**src/rtl/uart_pkg.sv**
```systemverilog
// Shared types and constants for the UART transmit path.
package uart_pkg;

  localparam int unsigned DEFAULT_CLKS_PER_BIT = 434;
  localparam int unsigned DEFAULT_DATA_BITS    = 8;

  // Parity-mode selectors for the PARITY_ODD parameter
  localparam bit PAR_MODE_EVEN = 1'b0;
  localparam bit PAR_MODE_ODD  = 1'b1;

  typedef enum logic [2:0] {
    IDLE,
    START,
    DATA,
    PARITY,
    STOP
  } state_e;

  // Unused upper bits must be zero so they do not disturb the XOR
  function automatic logic parity_bit(input logic [7:0] data, input bit odd);
    return (^data) ^ odd;
  endfunction

endpackage

```
**src/rtl/uart_tx_controller_if.sv**
```systemverilog
// Host-side byte handshake plus serial line and status for the UART transmitter.
interface uart_tx_controller_if
  import uart_pkg::*;
#(
  parameter int unsigned DATA_BITS = DEFAULT_DATA_BITS
);

  logic [DATA_BITS-1:0] tx_data;
  logic                 tx_valid;
  logic                 tx_ready;
  logic                 tx;
  logic                 busy;
  logic                 done;

  modport master (
    output tx_data,
    output tx_valid,
    input  tx_ready,
    input  tx,
    input  busy,
    input  done
  );

  modport slave (
    input  tx_data,
    input  tx_valid,
    output tx_ready,
    output tx,
    output busy,
    output done
  );

endinterface

```
**src/rtl/baud_tick_gen.sv**
```systemverilog
// Bit-period counter: counts 0..CLKS_PER_BIT-1 and flags the final count.
// A synchronous clear restarts the period so bit edges align to frame start.
module baud_tick_gen
  import uart_pkg::*;
#(
  parameter int unsigned CLKS_PER_BIT = DEFAULT_CLKS_PER_BIT
) (
  input  logic clock,
  input  logic reset,
  input  logic clear,
  output logic tick
);

  localparam int unsigned CNT_W = (CLKS_PER_BIT > 1) ? $clog2(CLKS_PER_BIT) : 1;
  localparam logic [CNT_W-1:0] LAST_CNT = CNT_W'(CLKS_PER_BIT - 1);

  generate
    if (CLKS_PER_BIT < 2) begin : g_bad_cpb
      $error("baud_tick_gen: CLKS_PER_BIT must be >= 2");
    end
  endgenerate

  logic [CNT_W-1:0] r_count;
  logic [CNT_W-1:0] w_count_next;
  logic             r_tick;

  // Wrap on the last count; clear wins over counting
  always_comb begin
    w_count_next = r_count + CNT_W'(1);
    if (clear || (r_count == LAST_CNT)) begin
      w_count_next = '0;
    end
  end

  // Tick is registered and high exactly while the count sits at its last value
  always_ff @(posedge clock or negedge reset) begin
    if (!reset) begin
      r_count <= '0;
      r_tick  <= 1'b0;
    end else begin
      r_count <= w_count_next;
      r_tick  <= (w_count_next == LAST_CNT);
    end
  end

  assign tick = r_tick;

endmodule

```
**src/rtl/uart_tx_controller.sv**
```systemverilog
// UART transmit sequencer: accepts a byte on valid/ready and serialises
// start, data (LSB first), optional parity and stop bits onto tx.
module uart_tx_controller
  import uart_pkg::*;
#(
  parameter int unsigned CLKS_PER_BIT = DEFAULT_CLKS_PER_BIT,
  parameter int unsigned DATA_BITS    = DEFAULT_DATA_BITS,
  parameter bit          PARITY_EN    = 1'b0,
  parameter bit          PARITY_ODD   = PAR_MODE_EVEN,
  parameter int unsigned STOP_BITS    = 1
) (
  input  logic                 clock,
  input  logic                 reset,
  uart_tx_controller_if.slave  bus
);

  localparam int unsigned IDX_W = $clog2(DATA_BITS);
  localparam logic [IDX_W-1:0] LAST_IDX  = IDX_W'(DATA_BITS - 1);
  localparam logic             LAST_STOP = 1'(STOP_BITS - 1);

  generate
    if ((DATA_BITS < 5) || (DATA_BITS > 8)) begin : g_bad_data_bits
      $error("uart_tx_controller: DATA_BITS must be 5..8");
    end
    if ((STOP_BITS != 1) && (STOP_BITS != 2)) begin : g_bad_stop_bits
      $error("uart_tx_controller: STOP_BITS must be 1 or 2");
    end
  endgenerate

  state_e               r_state;
  state_e               w_state_next;
  logic [DATA_BITS-1:0] r_shift;
  logic [DATA_BITS-1:0] w_shift_next;
  logic [IDX_W-1:0]     r_idx;
  logic [IDX_W-1:0]     w_idx_next;
  logic                 r_stop;
  logic                 w_stop_next;
  logic                 r_parity;
  logic                 w_parity_next;
  logic                 r_tx;
  logic                 w_tx_next;
  logic                 r_busy;
  logic                 w_busy_next;
  logic                 r_ready;
  logic                 w_ready_next;
  logic                 r_done;
  logic                 w_done_next;

  logic [DATA_BITS-1:0] w_data;
  logic                 w_valid;
  logic                 w_tick;
  logic                 w_clear;

  assign w_data  = bus.tx_data;
  assign w_valid = bus.tx_valid;

  // Counter is parked at zero in IDLE, so the first bit period starts at acceptance
  assign w_clear = (r_state == IDLE);

  baud_tick_gen #(
    .CLKS_PER_BIT (CLKS_PER_BIT)
  ) u_baud (
    .clock (clock),
    .reset (reset),
    .clear (w_clear),
    .tick  (w_tick)
  );

  // Next-state and next-output logic; tx is computed for the state being entered
  always_comb begin
    w_state_next  = r_state;
    w_shift_next  = r_shift;
    w_idx_next    = r_idx;
    w_stop_next   = r_stop;
    w_parity_next = r_parity;
    w_tx_next     = r_tx;
    w_busy_next   = r_busy;
    w_ready_next  = r_ready;
    w_done_next   = 1'b0;

    unique case (r_state)
      IDLE: begin
        if (w_valid) begin
          w_state_next  = START;
          w_shift_next  = w_data;
          w_parity_next = parity_bit(8'(w_data), (PARITY_ODD == PAR_MODE_ODD));
          w_idx_next    = '0;
          w_stop_next   = 1'b0;
          w_tx_next     = 1'b0;
          w_busy_next   = 1'b1;
          w_ready_next  = 1'b0;
        end
      end

      START: begin
        if (w_tick) begin
          w_state_next = DATA;
          w_tx_next    = r_shift[0];
        end
      end

      DATA: begin
        if (w_tick) begin
          w_shift_next = r_shift >> 1;
          if (r_idx == LAST_IDX) begin
            if (PARITY_EN) begin
              w_state_next = PARITY;
              w_tx_next    = r_parity;
            end else begin
              w_state_next = STOP;
              w_tx_next    = 1'b1;
            end
          end else begin
            w_idx_next = r_idx + IDX_W'(1);
            w_tx_next  = r_shift[1];
          end
        end
      end

      PARITY: begin
        if (w_tick) begin
          w_state_next = STOP;
          w_tx_next    = 1'b1;
        end
      end

      STOP: begin
        if (w_tick) begin
          if (r_stop == LAST_STOP) begin
            w_state_next = IDLE;
            w_done_next  = 1'b1;
            w_ready_next = 1'b1;
            w_busy_next  = 1'b0;
            w_tx_next    = 1'b1;
          end else begin
            w_stop_next = r_stop + 1'b1;
          end
        end
      end

      default: begin
        w_state_next = IDLE;
      end
    endcase
  end

  // State and registered outputs; reset aborts any frame in flight
  always_ff @(posedge clock or negedge reset) begin
    if (!reset) begin
      r_state  <= IDLE;
      r_shift  <= '0;
      r_idx    <= '0;
      r_stop   <= 1'b0;
      r_parity <= 1'b0;
      r_tx     <= 1'b1;
      r_busy   <= 1'b0;
      r_ready  <= 1'b1;
      r_done   <= 1'b0;
    end else begin
      r_state  <= w_state_next;
      r_shift  <= w_shift_next;
      r_idx    <= w_idx_next;
      r_stop   <= w_stop_next;
      r_parity <= w_parity_next;
      r_tx     <= w_tx_next;
      r_busy   <= w_busy_next;
      r_ready  <= w_ready_next;
      r_done   <= w_done_next;
    end
  end

  assign bus.tx       = r_tx;
  assign bus.busy     = r_busy;
  assign bus.tx_ready = r_ready;
  assign bus.done     = r_done;

endmodule
```
**src/flat_wrapper.sv**
```systemverilog
// flat-port wrapper written by rule: the top's interface ports become plain ports
module uart_tx_controller_flat import uart_pkg::*;
#(
  parameter int unsigned CLKS_PER_BIT = DEFAULT_CLKS_PER_BIT,
  parameter int unsigned DATA_BITS    = DEFAULT_DATA_BITS,
  parameter bit          PARITY_EN    = 1'b0,
  parameter bit          PARITY_ODD   = PAR_MODE_EVEN,
  parameter int unsigned STOP_BITS    = 1
)
  (clock, reset, bus_tx_data, bus_tx_valid, bus_tx_ready, bus_tx, bus_busy, bus_done);
  uart_tx_controller_if #(.DATA_BITS(DATA_BITS)) bus_i ();
  input  logic clock;
  input  logic reset;
  input wire logic [$bits(bus_i.tx_data)-1:0] bus_tx_data;
  input wire logic [$bits(bus_i.tx_valid)-1:0] bus_tx_valid;
  output wire logic [$bits(bus_i.tx_ready)-1:0] bus_tx_ready;
  output wire logic [$bits(bus_i.tx)-1:0] bus_tx;
  output wire logic [$bits(bus_i.busy)-1:0] bus_busy;
  output wire logic [$bits(bus_i.done)-1:0] bus_done;
  assign bus_i.tx_data = bus_tx_data;
  assign bus_i.tx_valid = bus_tx_valid;
  assign bus_tx_ready = bus_i.tx_ready;
  assign bus_tx = bus_i.tx;
  assign bus_busy = bus_i.busy;
  assign bus_done = bus_i.done;
  uart_tx_controller #(.CLKS_PER_BIT(CLKS_PER_BIT), .DATA_BITS(DATA_BITS), .PARITY_EN(PARITY_EN), .PARITY_ODD(PARITY_ODD), .STOP_BITS(STOP_BITS)) u_core (.clock(clock), .reset(reset), .bus(bus_i));
endmodule
```
**config.mk**
```make
export PLATFORM = sky130hd
export DESIGN_NAME = uart_tx_controller_flat
export DESIGN_NICKNAME = d
export VERILOG_FILES = /design/src/rtl/uart_pkg.sv /design/src/rtl/uart_tx_controller_if.sv /design/src/rtl/baud_tick_gen.sv /design/src/rtl/uart_tx_controller.sv /design/src/flat_wrapper.sv
export SDC_FILE = /design/constraint.sdc
export NUM_CORES = 1
export LEC_CHECK = 0
export ABC_AREA = 0
export CAP_MARGIN = 20
export CORE_MARGIN = 3
export CORE_UTILIZATION = 49
export CTS_CLUSTER_DIAMETER = 100
export DETAILED_ROUTE_END_ITERATION = 8
export HOLD_SLACK_MARGIN = 0.1
export PLACE_DENSITY_LB_ADDON = 0.08
export SETUP_SLACK_MARGIN = 0.05
export SLEW_MARGIN = 20
export SYNTH_ARGS = -nofsm -noshare
export SYNTH_HDL_FRONTEND = slang
export SYNTH_HIERARCHICAL = 1
export SYNTH_SLANG_ARGS = --single-unit
```
**constraint.sdc**
```tcl
create_clock -name clock -period 2.6 [get_ports clock]
set_clock_uncertainty 0.05 [all_clocks]
set_input_delay 0.26 -clock clock [delete_from_list [all_inputs] [get_ports clock]]
set_output_delay 0.26 -clock clock [all_outputs]
set_load 0.02 [all_outputs]
```
# After elaboration in Yosys (flattened, before gate mapping)
# Cells that the tools add are included.
# op_classes
add_sub_neg	3
n_eq_ne	15
mux	35
reduce_logical	11
# ops
operator	n
$mux W3	10
$eq A9 B9 Y1 const B	2
$mux W8	2
$pmux W8 S2	1
$mux W1	15
$pmux W3 S5	1
$ne A2 B2 Y1 const B	7
$reduce_and A7 Y1	2
$add A9 B1 Y9 const B	1
$mux W9	1
$reduce_and A4 Y1	2
$eq A3 B2 Y1 const B	2
$eq A3 B3 Y1 const B	2
$pmux W1 S2	3
$pmux W3 S2	1
$reduce_and A3 Y1	2
$pmux W1 S5	1
$reduce_bool A5 Y1	1
$reduce_bool A2 Y1	2
$add A3 B1 Y3 const B	1
$eq A3 B1 Y1 const B	1
$logic_not A3 Y1	1
$ne A2 B1 Y1 const B	1
$add A1 B1 Y1 const B	1
$logic_or A1 B1 Y1	1
# totals
register_bits	29
in_bits	11
out_inout_bits	4

# Logic depth before layout (Yosys ltp)
# Gate-level depths: netlist of run 1.
# logic_depth
word_depth	4
depth_mapped	6

# Cells and area by module
# The synthesis of run 1 kept the hierarchy.
# modules_own_cells
mod	n_inst	cells_per_inst	area_each_um2	seq_area_each_um2
uart_tx_controller	1	87	900.9	452.9
baud_tick_gen	1	51	538.0	250.2

# Worst setup path after synthesis of run 1
# No wires, ideal clock.
# synth_path
path_type	register -> register
start	register u_core.u_baud.r_count[0]
end	register u_core.u_baud.r_tick (netlist: u_core/u_baud/tick)
setup_time_ns	0.111
t_arrival_ns	1.473
required_time_ns	2.439
setup_slack_ns	0.966
path_stages_with_launch	6
path_buffers	0
path_cell_list	dfrtp_1 ha_1 nand3_2 nor2_2 or3b_1 a2111oi_2
# synth_between
elab_chain_cells	4
# synth_rtl
item	line	rtl
from (decl)	baud_tick_gen.sv:23	logic [CNT_W-1:0] r_count;
from (signal assigned)	baud_tick_gen.sv:41	r_count <= w_count_next;
parallel branches: the longest is 2 deep, another holds $add A9 B1 Y9	n/a	
$mux W9 *	baud_tick_gen.sv:30	if (clear || (r_count == LAST_CNT)) begin
$eq A9 B9 Y1 *	baud_tick_gen.sv:42	r_tick <= (w_count_next == LAST_CNT);
to (signal assigned)	baud_tick_gen.sv:42	
to (decl)	baud_tick_gen.sv:25	logic r_tick;
# Mark *: on every way between the ends.
# A chain may end at the register's enable or synchronous reset.

# Final worst setup path of run 1
# layout_path
start	register u_core.r_ready (netlist: u_core/bus.tx_ready)
end	output bus_tx_ready
# layout_rtl
item	line	rtl
from (decl)	uart_tx_controller.sv:44	logic r_ready;
from (signal assigned)	uart_tx_controller.sv:167	r_ready <= w_ready_next;
to (decl)	flat_wrapper.sv:16	output wire logic [$bits(bus_i.tx_ready)-1:0] bus_tx_ready;
# No word-level cell between the ends.

==> run summary, run 1 <==
In this run the number of cells on the critical path is 1. The final number of setup-violating endpoints came out at 0. For this design, the CTS-stage hold fixing added 0 buffers. The H-tree depth reported by CTS came out at 1. The pin count of the biggest net entering global routing is 29. The clock network latency to the later pin of the worst-skew pair is 0.32 ns. Along the worst path, the maximum fanout reaches 3. The worst hold path belongs to the class in -> async. The total buffers and inverters traversed by the critical path came out at 1. The global router's overall resource usage came out at 0.157. The post-synth net total is around 150. The beginning of the critical path is u_core/bus.tx_ready. The count of placed standard cells including taps came out at about 180. The number of instances in the synthesized netlist came out at 138.

The yosys synthesis warning count is 6. The power density over the cells came out at roughly 400 nW/um^2. The worst-case vdd ir drop came out at 0.000251 V.

The wire length per cell after detailed routing is ~14 microns. The number of distinct library cells after synthesis is 43. The worst-case register-to-register setup slack is about 0.86 ns. The total of cells resized after clock tree synthesis came out at 0.

The mean post-synth cell area is 10.4 sq um. The number of optimization iterations in the first detailed-route pass came out at 4. Setup slack closes at around 0.81 ns. The finished layout cell area came out at 1630 sq um. The CTS tree is done. STA classifies the critical path startpoint as a flip-flop. The signed area change from the synthesized netlist to the final layout came out at 13.0%. The number of cells on the worst reg-to-reg path came out at 5. The area of the mapped netlist is 1440 sq um. Of all flip-flops after synthesis, the portion carrying an async set or reset was 1.00. The number of pins with negative max-slew slack in the final report is 0. The top-level I/O count came out at 15. The final antenna-violating net count is 0. The routability-driven placement congestion ratio came out at approximately 0.83. The worst setup path is captured at a primary output.

The number of flops mapped to enable cells by yosys is 0. The via total after detailed routing is just over 1,000. The remaining global-route overflow came out at 0. Clock-pin slew was measured on the worst setup and hold paths at 0.15 ns.

The total of fill cells in the finished design is ~240. The static leakage power came out at 0.671 nW. The highest cell delay on the worst timing path came out at 0.59 ns.

The tree is rooted in a sky130_fd_sc_hd__clkbuf_4. The run finished with clean final reports. The worst-case hold slack came out at 0.240 ns.

The number of nets in the layout is 168. The number of register bits inferred by synthesis is 28. The met2 track demand over resource came out at 0.222. The full die area came out at 3620 sq um. In the final layout, the share of cells above drive strength 1 is 0.105.

For this run, the register share of the synthesized area comes to 0.489. The critical path class is reg -> out. The post-CTS repair timing setup buffer count is 0. The layer with the highest usage is met1.

On the critical path, the stage with the largest delay is an instance of sky130_fd_sc_hd__clkdlybuf4s50_1. Setup repair after global routing left no endpoint under its margin. The wire length of the first global-routing pass came out at 4.33 mm.

In the finished design, the share of the clock period the worst path needs comes to 0.688. The worst slew margin relative to its limit came out at 0.545. The power after layout came out at 0.650 mW.

The maximum clock rate came out at 559 MHz. Following the worst setup path forward leads to its endpoint at bus_tx_ready. The number of buffers created by CTS is 3. 0 antenna diodes ended up in the layout. The overall die height came out at 60.2 microns.

The final setup TNS came out at 0 ns. The count of buffers added on input and output ports is 14. The met1 layer usage reported by global route is 0.240. The number of rows in the core area is 19. The initial antenna violation count came to 0. The cell area after placement is 1600 sq um. The clock net in this run drives a total of 28 sinks. The wire-length estimate of the detail-placed layout is 1.78 mm. The critical path goes through clkdlybuf4s50_1. The final core utilization is 0.584. The final number of hold-violating endpoints is 0. The area of the placeable core came out at 2780 sq um. The data required time at the worst endpoint is 2.29 ns.

The number of buffers on the longest clock path came out at 2. The die span in x is about 60 microns. The via count of the first global-routing pass was between 900 and 1,000. The number of remaining DRC errors came out at 0. The most used flip-flop cell after synthesis is sky130_fd_sc_hd__dfrtp_1. The count of non-filler cells in the finished layout is 183. The final routed wirelength across all metal layers is around 2.5 mm. The starting utilization of the core area is 0.517. At the pin with the least slew margin, the transition time is 0.680 ns. The max-capacitance violation count is 0. Timing analysis after detailed placement gives a worst setup slack of about 0.88 ns. The average vias per placed instance came out at about 5.7. The endpoint arrival time on the critical path is approximately 1.5 ns. The endpoint identified for the worst register-to-register timing path is u_core/u_baud/tick.

In the global route stage, met3 resource usage came out at 0.0259. Grouping stages by cell kind, the critical path spends the most delay in buffers and inverters. The worst register-to-register path begins at u_core/u_baud/r_count[0]. After the first detailed-routing iteration, the DRC count stood at 36. The final critical delay including setup and external delays is 1.79 ns.
==> routing by layer <==
layer | up-vias | routed length, microns
met5 | - | 0
met4 | 0 | 14
met3 | 2 | 89
met2 | 21 | 1100
met1 | 491 | 1320
li1 | 523 | -
==> Yosys cell counts (2+ instances only) <==
master / number / area share
sky130_fd_sc_hd__dfrtp_1: 26 / 0.45
sky130_fd_sc_hd__a21oi_1: 18 / 0.063
sky130_fd_sc_hd__nor2_1: 13 / 0.034
sky130_fd_sc_hd__mux2i_1: 7 / 0.049
sky130_fd_sc_hd__inv_1: 5 / 0.013
sky130_fd_sc_hd__nand3_1: 5 / 0.017
sky130_fd_sc_hd__ha_1: 4 / 0.035
sky130_fd_sc_hd__nand2_1: 4 / 0.010
sky130_fd_sc_hd__nand3b_1: 3 / 0.016
sky130_fd_sc_hd__nor3_1: 3 / 0.010
sky130_fd_sc_hd__o21ai_0: 3 / 0.010
sky130_fd_sc_hd__xnor2_1: 3 / 0.018
sky130_fd_sc_hd__xor2_1: 3 / 0.018
sky130_fd_sc_hd__a22o_1: 2 / 0.012
sky130_fd_sc_hd__and2_1: 2 / 0.0087
sky130_fd_sc_hd__buf_2: 2 / 0.0070
sky130_fd_sc_hd__clkbuf_1: 2 / 0.0052
sky130_fd_sc_hd__dfstp_2: 2 / 0.037
sky130_fd_sc_hd__mux2_2: 2 / 0.016
sky130_fd_sc_hd__nand4_1: 2 / 0.0087
sky130_fd_sc_hd__nor2b_1: 2 / 0.0087
sky130_fd_sc_hd__nor3b_1: 2 / 0.010
sky130_fd_sc_hd__o21bai_1: 2 / 0.010
sky130_fd_sc_hd__o31ai_1: 2 / 0.010
==> area by class of cell <==
type / instances / area, sq um / share of cell area
multi-input combinational: 99 / 683 / 0.420
inverter: 5 / 18.8 / 0.0115
sequential: 28 / 703 / 0.433
timing repair buffer: 16 / 155 / 0.0955
tap: 31 / 38.8 / 0.0239
clock buffer: 4 / 26.3 / 0.0162
==> how the worst min path moves through the flow <==
| stage | from | end | slack (ns) | cells past startpoint |
|---|---|---|---|---|
| 3_5_place_dp | u_core/bus.tx | u_core/bus.tx | 0.45 | 2 |
| 5_1_grt | reset | u_core/u_baud/r_count[5] | 0.24 | 2 |
| 4_1_cts | reset | u_core/u_baud/r_count[5] | 0.24 | 2 |
| 2_1_floorplan | reset | u_core/bus.busy | -0.09 | 0 |
| 3_3_place_gp | u_core/bus.tx | u_core/bus.tx | 0.43 | 2 |
| 6_report | reset | u_core/u_baud/r_count[5] | 0.24 | 2 |
==> state kept, by name, summed over array words and instances, names as in the netlist <==
| signal | flops |
|---|---|
| u_core/r_shift | 8 |
| u_core/bus.done | 1 |
| u_core/bus.tx | 1 |
| u_core/u_baud/r_count | 9 |
| u_core/r_idx | 3 |
| u_core/bus.busy | 1 |
| u_core/r_state | 3 |
| u_core/u_baud/tick | 1 |
| u_core/bus.tx_ready | 1 |
==> cell usage in the layout, fill, tap and decap left out, types with 2 or more instances in the layout <==
master                            instances
sky130_fd_sc_hd__o21ai_0                  3
sky130_fd_sc_hd__inv_1                    5
sky130_fd_sc_hd__nor2b_1                  2
sky130_fd_sc_hd__nor3b_1                  2
sky130_fd_sc_hd__a22o_1                   2
sky130_fd_sc_hd__xnor2_1                  3
sky130_fd_sc_hd__ha_1                     4
sky130_fd_sc_hd__and2_1                   2
sky130_fd_sc_hd__nand2_1                  4
sky130_fd_sc_hd__a21oi_1                 18
sky130_fd_sc_hd__xor2_1                   3
sky130_fd_sc_hd__clkdlybuf4s50_1         14
sky130_fd_sc_hd__mux2i_1                  7
sky130_fd_sc_hd__nand4_1                  2
sky130_fd_sc_hd__dfrtp_1                 26
sky130_fd_sc_hd__o31ai_1                  2
sky130_fd_sc_hd__clkbuf_4                 3
sky130_fd_sc_hd__buf_4                    2
sky130_fd_sc_hd__o21bai_1                 2
sky130_fd_sc_hd__mux2_2                   2
sky130_fd_sc_hd__nand3_1                  5
sky130_fd_sc_hd__nand3b_1                 3
sky130_fd_sc_hd__nor3_1                   3
sky130_fd_sc_hd__nor2_1                  13
sky130_fd_sc_hd__dfstp_2                  2
==> kinds of logic (layout without fill, tap and decap cells) <==
kind of cell	count (synthesis)	in the layout	share of synthesized area
muxes	9	9	0.0643
AOI/OAI and AO/OA	34	34	0.148
and+or+nand+nor	46	46	0.191
buffers and inverters	11	25	0.0365
xor gates and xnor gates	6	6	0.0365
DFF	28	28	0.489
adders and majority gates	4	4	0.0348
==> power by group <==
part           internal (mW)  total, mW  switching [mW]
Sequential             0.436      0.436               0
Combinational         0.0166     0.0302          0.0136
Clock                 0.0600      0.184           0.124
No activity file was read; power rests on OpenSTA's default activity.
==> run 2, diff against run 1 <==
- clock period: 2.6 -> 1.7 ns (I/O delays scaled with it)
==> run summary, run 2 (same netlist as run 1, synthesis figures left out) <==
The worst-case vdd ir drop came to 0.000633 V (was 0.000251 V). The commonest non-fill, non-tap cell in the layout is sky130_fd_sc_hd__dfrtp_1 (unchanged). The number of nets in the layout came out at 175 (was 168). Top Registers: u_core/u_baud/r_count x9, u_core/r_shift x8 (unchanged). The number of cells on the worst reg-to-reg path came to 5 (unchanged). Most used cells in the layout excluding fill and tap cells: sky130_fd_sc_hd__dfrtp_1 (26), sky130_fd_sc_hd__a21oi_1 (18), sky130_fd_sc_hd__nor2_1 (13), sky130_fd_sc_hd__clkdlybuf4s50_1 (12), sky130_fd_sc_hd__buf_4 (9) (was sky130_fd_sc_hd__dfrtp_1 (26), sky130_fd_sc_hd__a21oi_1 (18), sky130_fd_sc_hd__clkdlybuf4s50_1 (14), sky130_fd_sc_hd__nor2_1 (13), sky130_fd_sc_hd__mux2i_1 (7)). The routability-driven placement congestion ratio is 0.817 (was 0.831). The number of flip-flops in the largest register is 9 (unchanged). Unrepaired setup endpoints after global routing: yes (was no).

The met2 track demand over resource was 0.258 (was 0.222). The clock transition at the registers of the reported paths was 0.14 ns (was 0.15 ns). The max-capacitance violation count is 0 (unchanged). The via count of the first global-routing pass came out at 1,034 (was 946). The area of the placeable core is 2780 sq um (unchanged). The count of input and output buffers came out at 14 (unchanged). The number of pins with negative max-slew slack in the final report came out at 0 (unchanged). The transition time of the tightest slew-check pin is 0.463 ns (was 0.680 ns). The worst-case register-to-register setup slack came out at 0.05 ns (was 0.86 ns). The layer with the highest usage was met2 (was met1). The top-level I/O count is 15 (unchanged). The nature of the critical path endpoint is a flip-flop (was primary output). The signed area change from the synthesized netlist to the final layout is 18.2% (was 13.0%). The starting utilization of the core area came out at 0.517 (unchanged). The static leakage power came out at 0.725 nW (was 0.671 nW). The number of buffers on the longest clock path is 2 (unchanged). The worst flop-to-flop path endpoint is u_core/u_baud/tick (unchanged). The endpoint arrival time on the critical path came out at 1.83 ns (was 1.48 ns). The worst-path maximum fanout came out at 4 (was 3). The number of rows in the core area came out at 19 (unchanged). Subtracting the final worst setup slack from the clock period gives approximately 1.6 ns.

The number of optimization iterations in the first detailed-route pass is 4 (unchanged). Run status: completed (unchanged). The global-route met3 utilization is 0.0454 (was 0.0259). The clock tree root driver cell is sky130_fd_sc_hd__clkbuf_4 (unchanged). The half-perimeter wire length of the detailed placement result was 1.90 mm (was 1.78 mm).

The overall die height is 60.2 microns (unchanged). The wire length per cell after detailed routing came out at 13.7 microns (was 13.8 microns). The full die area came out at 3620 sq um (unchanged). The clock network latency to the later pin of the worst-skew pair came to 0.32 ns (about the same). The count of hold-fix buffers inserted at cts was 0 (unchanged). The final number of hold-violating endpoints is 0 (unchanged). The final antenna-violating net count came out at 0 (unchanged). The count of non-filler cells in the finished layout is 190 (was 183). The final setup TNS came to 0 ns (unchanged). The violation count after the first detailed-route iteration came out at 26 (was 36). The critical path class is reg -> reg (was reg -> out).

The final number of setup-violating endpoints came out at 0 (unchanged). The wire length of the first global-routing pass came out at 4.55 mm (was 4.33 mm). The source of the worst register-to-register timing path is u_core/u_baud/r_count[0] (unchanged). The fraction of final layout cells sized beyond drive strength 1 is 0.170 (was 0.105). The worst slew margin relative to its limit came out at 0.691 (was 0.545). The register with the most flip-flops is u_core/u_baud/r_count (unchanged). The remaining global-route overflow was 0 (unchanged).

The pin count of the biggest net entering global routing came out at 29 (unchanged). The antenna diode count came to 0 (unchanged). The power density over the cells came out at 604 nW/um^2 (was 400 nW/um^2). The H-tree depth reported by CTS is 1 (unchanged). The average vias per placed instance came out at 5.57 (was 5.67). The number of buffers created by CTS is 3 (unchanged). The finished layout cell area is 1700 sq um (was 1630 sq um). The class of the worst hold path is in -> async (unchanged). The maximum clock rate came out at 606 MHz.

The final routed wirelength across all metal layers was 2.60 mm (was 2.53 mm). The initial antenna violation count is 0 (unchanged). The global router's overall resource usage came to 0.166 (was 0.157). The met1 layer usage reported by global route came out at 0.233 (was 0.240). The share of the clock period used by the worst path is 0.971. The via total after detailed routing came out at 1,058 (was 1,037).

The cell area after placement is 1650 sq um (was 1600 sq um). The total of fill cells in the finished design is 247 (was 236). The CTS tree is done (unchanged). The number of remaining DRC errors is 0 (unchanged). The count of placed standard cells including taps is 186 (was 179). The die span in x is 60.2 microns (unchanged).

The data required time at the worst endpoint came out at 1.88 ns (was 2.29 ns). The startpoint kind of the worst setup timing path is a flip-flop (unchanged). The number of sinks handled by clock tree synthesis is 28 (unchanged).
run 2: critical path: stages, from the launching register on:
cell and delay, ns:
sky130_fd_sc_hd__dfrtp_1 0.44, sky130_fd_sc_hd__ha_1 0.25, sky130_fd_sc_hd__nand3_2 0.08, sky130_fd_sc_hd__nor2_2 0.04, sky130_fd_sc_hd__or3b_1 0.36, sky130_fd_sc_hd__a2111oi_2 0.35
run 2: worst max path at each step:
stage	end	cells past startpoint	from	slack, ns
detailed placement	u_core/u_baud/r_count[5]	6	u_core/u_baud/r_count[1]	0.03
global route	u_core/u_baud/tick	5	u_core/u_baud/r_count[0]	-0.04
CTS	u_core/u_baud/tick	5	u_core/u_baud/r_count[0]	0.04
floorplan	u_core/u_baud/tick	5	u_core/u_baud/r_count[0]	0.07
finish	u_core/u_baud/tick	5	u_core/u_baud/r_count[0]	0.05
global placement	u_core/u_baud/tick	6	u_core/u_baud/r_count[1]	0.06
run 2: repair_timing:
| action | 4_1_cts | 5_1_grt |
|---|---|---|
| buffers inserted | 0 | 0 |
| resized for setup | 4 | 1 |
| setup endpoints to repair | 6 | 9 |
run 2: power breakdown:
group          internal [mW]  switching (mW)
Clock                  0.131           0.181
Sequential             0.666               0
Combinational         0.0268          0.0211
run 2: metal layers:
layer	part of all wire	vias to the layer above
li1	-	537
met1	0.51	505
met2	0.45	14
met3	0.036	2
met4	0.0050	0
met5	0	-
run 2: final cells by class:
cell class	count	area, sq um	area share
Clock buffer	4	36.3	0.0213
Multi-Input combinational cell	99	698	0.411
Timing Repair Buffer	23	205	0.121
Sequential cell	28	703	0.414
Tap cell	31	38.8	0.0228
Inverter	5	18.8	0.0110
run 2: metrics by stage:
stage	setup slack, ns	hold WS [ns]	total power, mW	util
after floorplan	0.0658	-0.176	0.687	-
after global placement	0.0565	0.426	0.728	0.594
after detailed placement	0.0308	0.444	0.728	0.594
after CTS	0.0393	0.156	1.05	0.610
after global routing	-0.0444	0.158	1.07	0.611
final	0.0501	0.148	1.03	0.611
==> run 3, diff against run 2 <==
- HOLD_SLACK_MARGIN: 0.1 -> 0.15
==> results of run 3 <==
The final DEF is identical to that of run 2; final timing and power are the same.
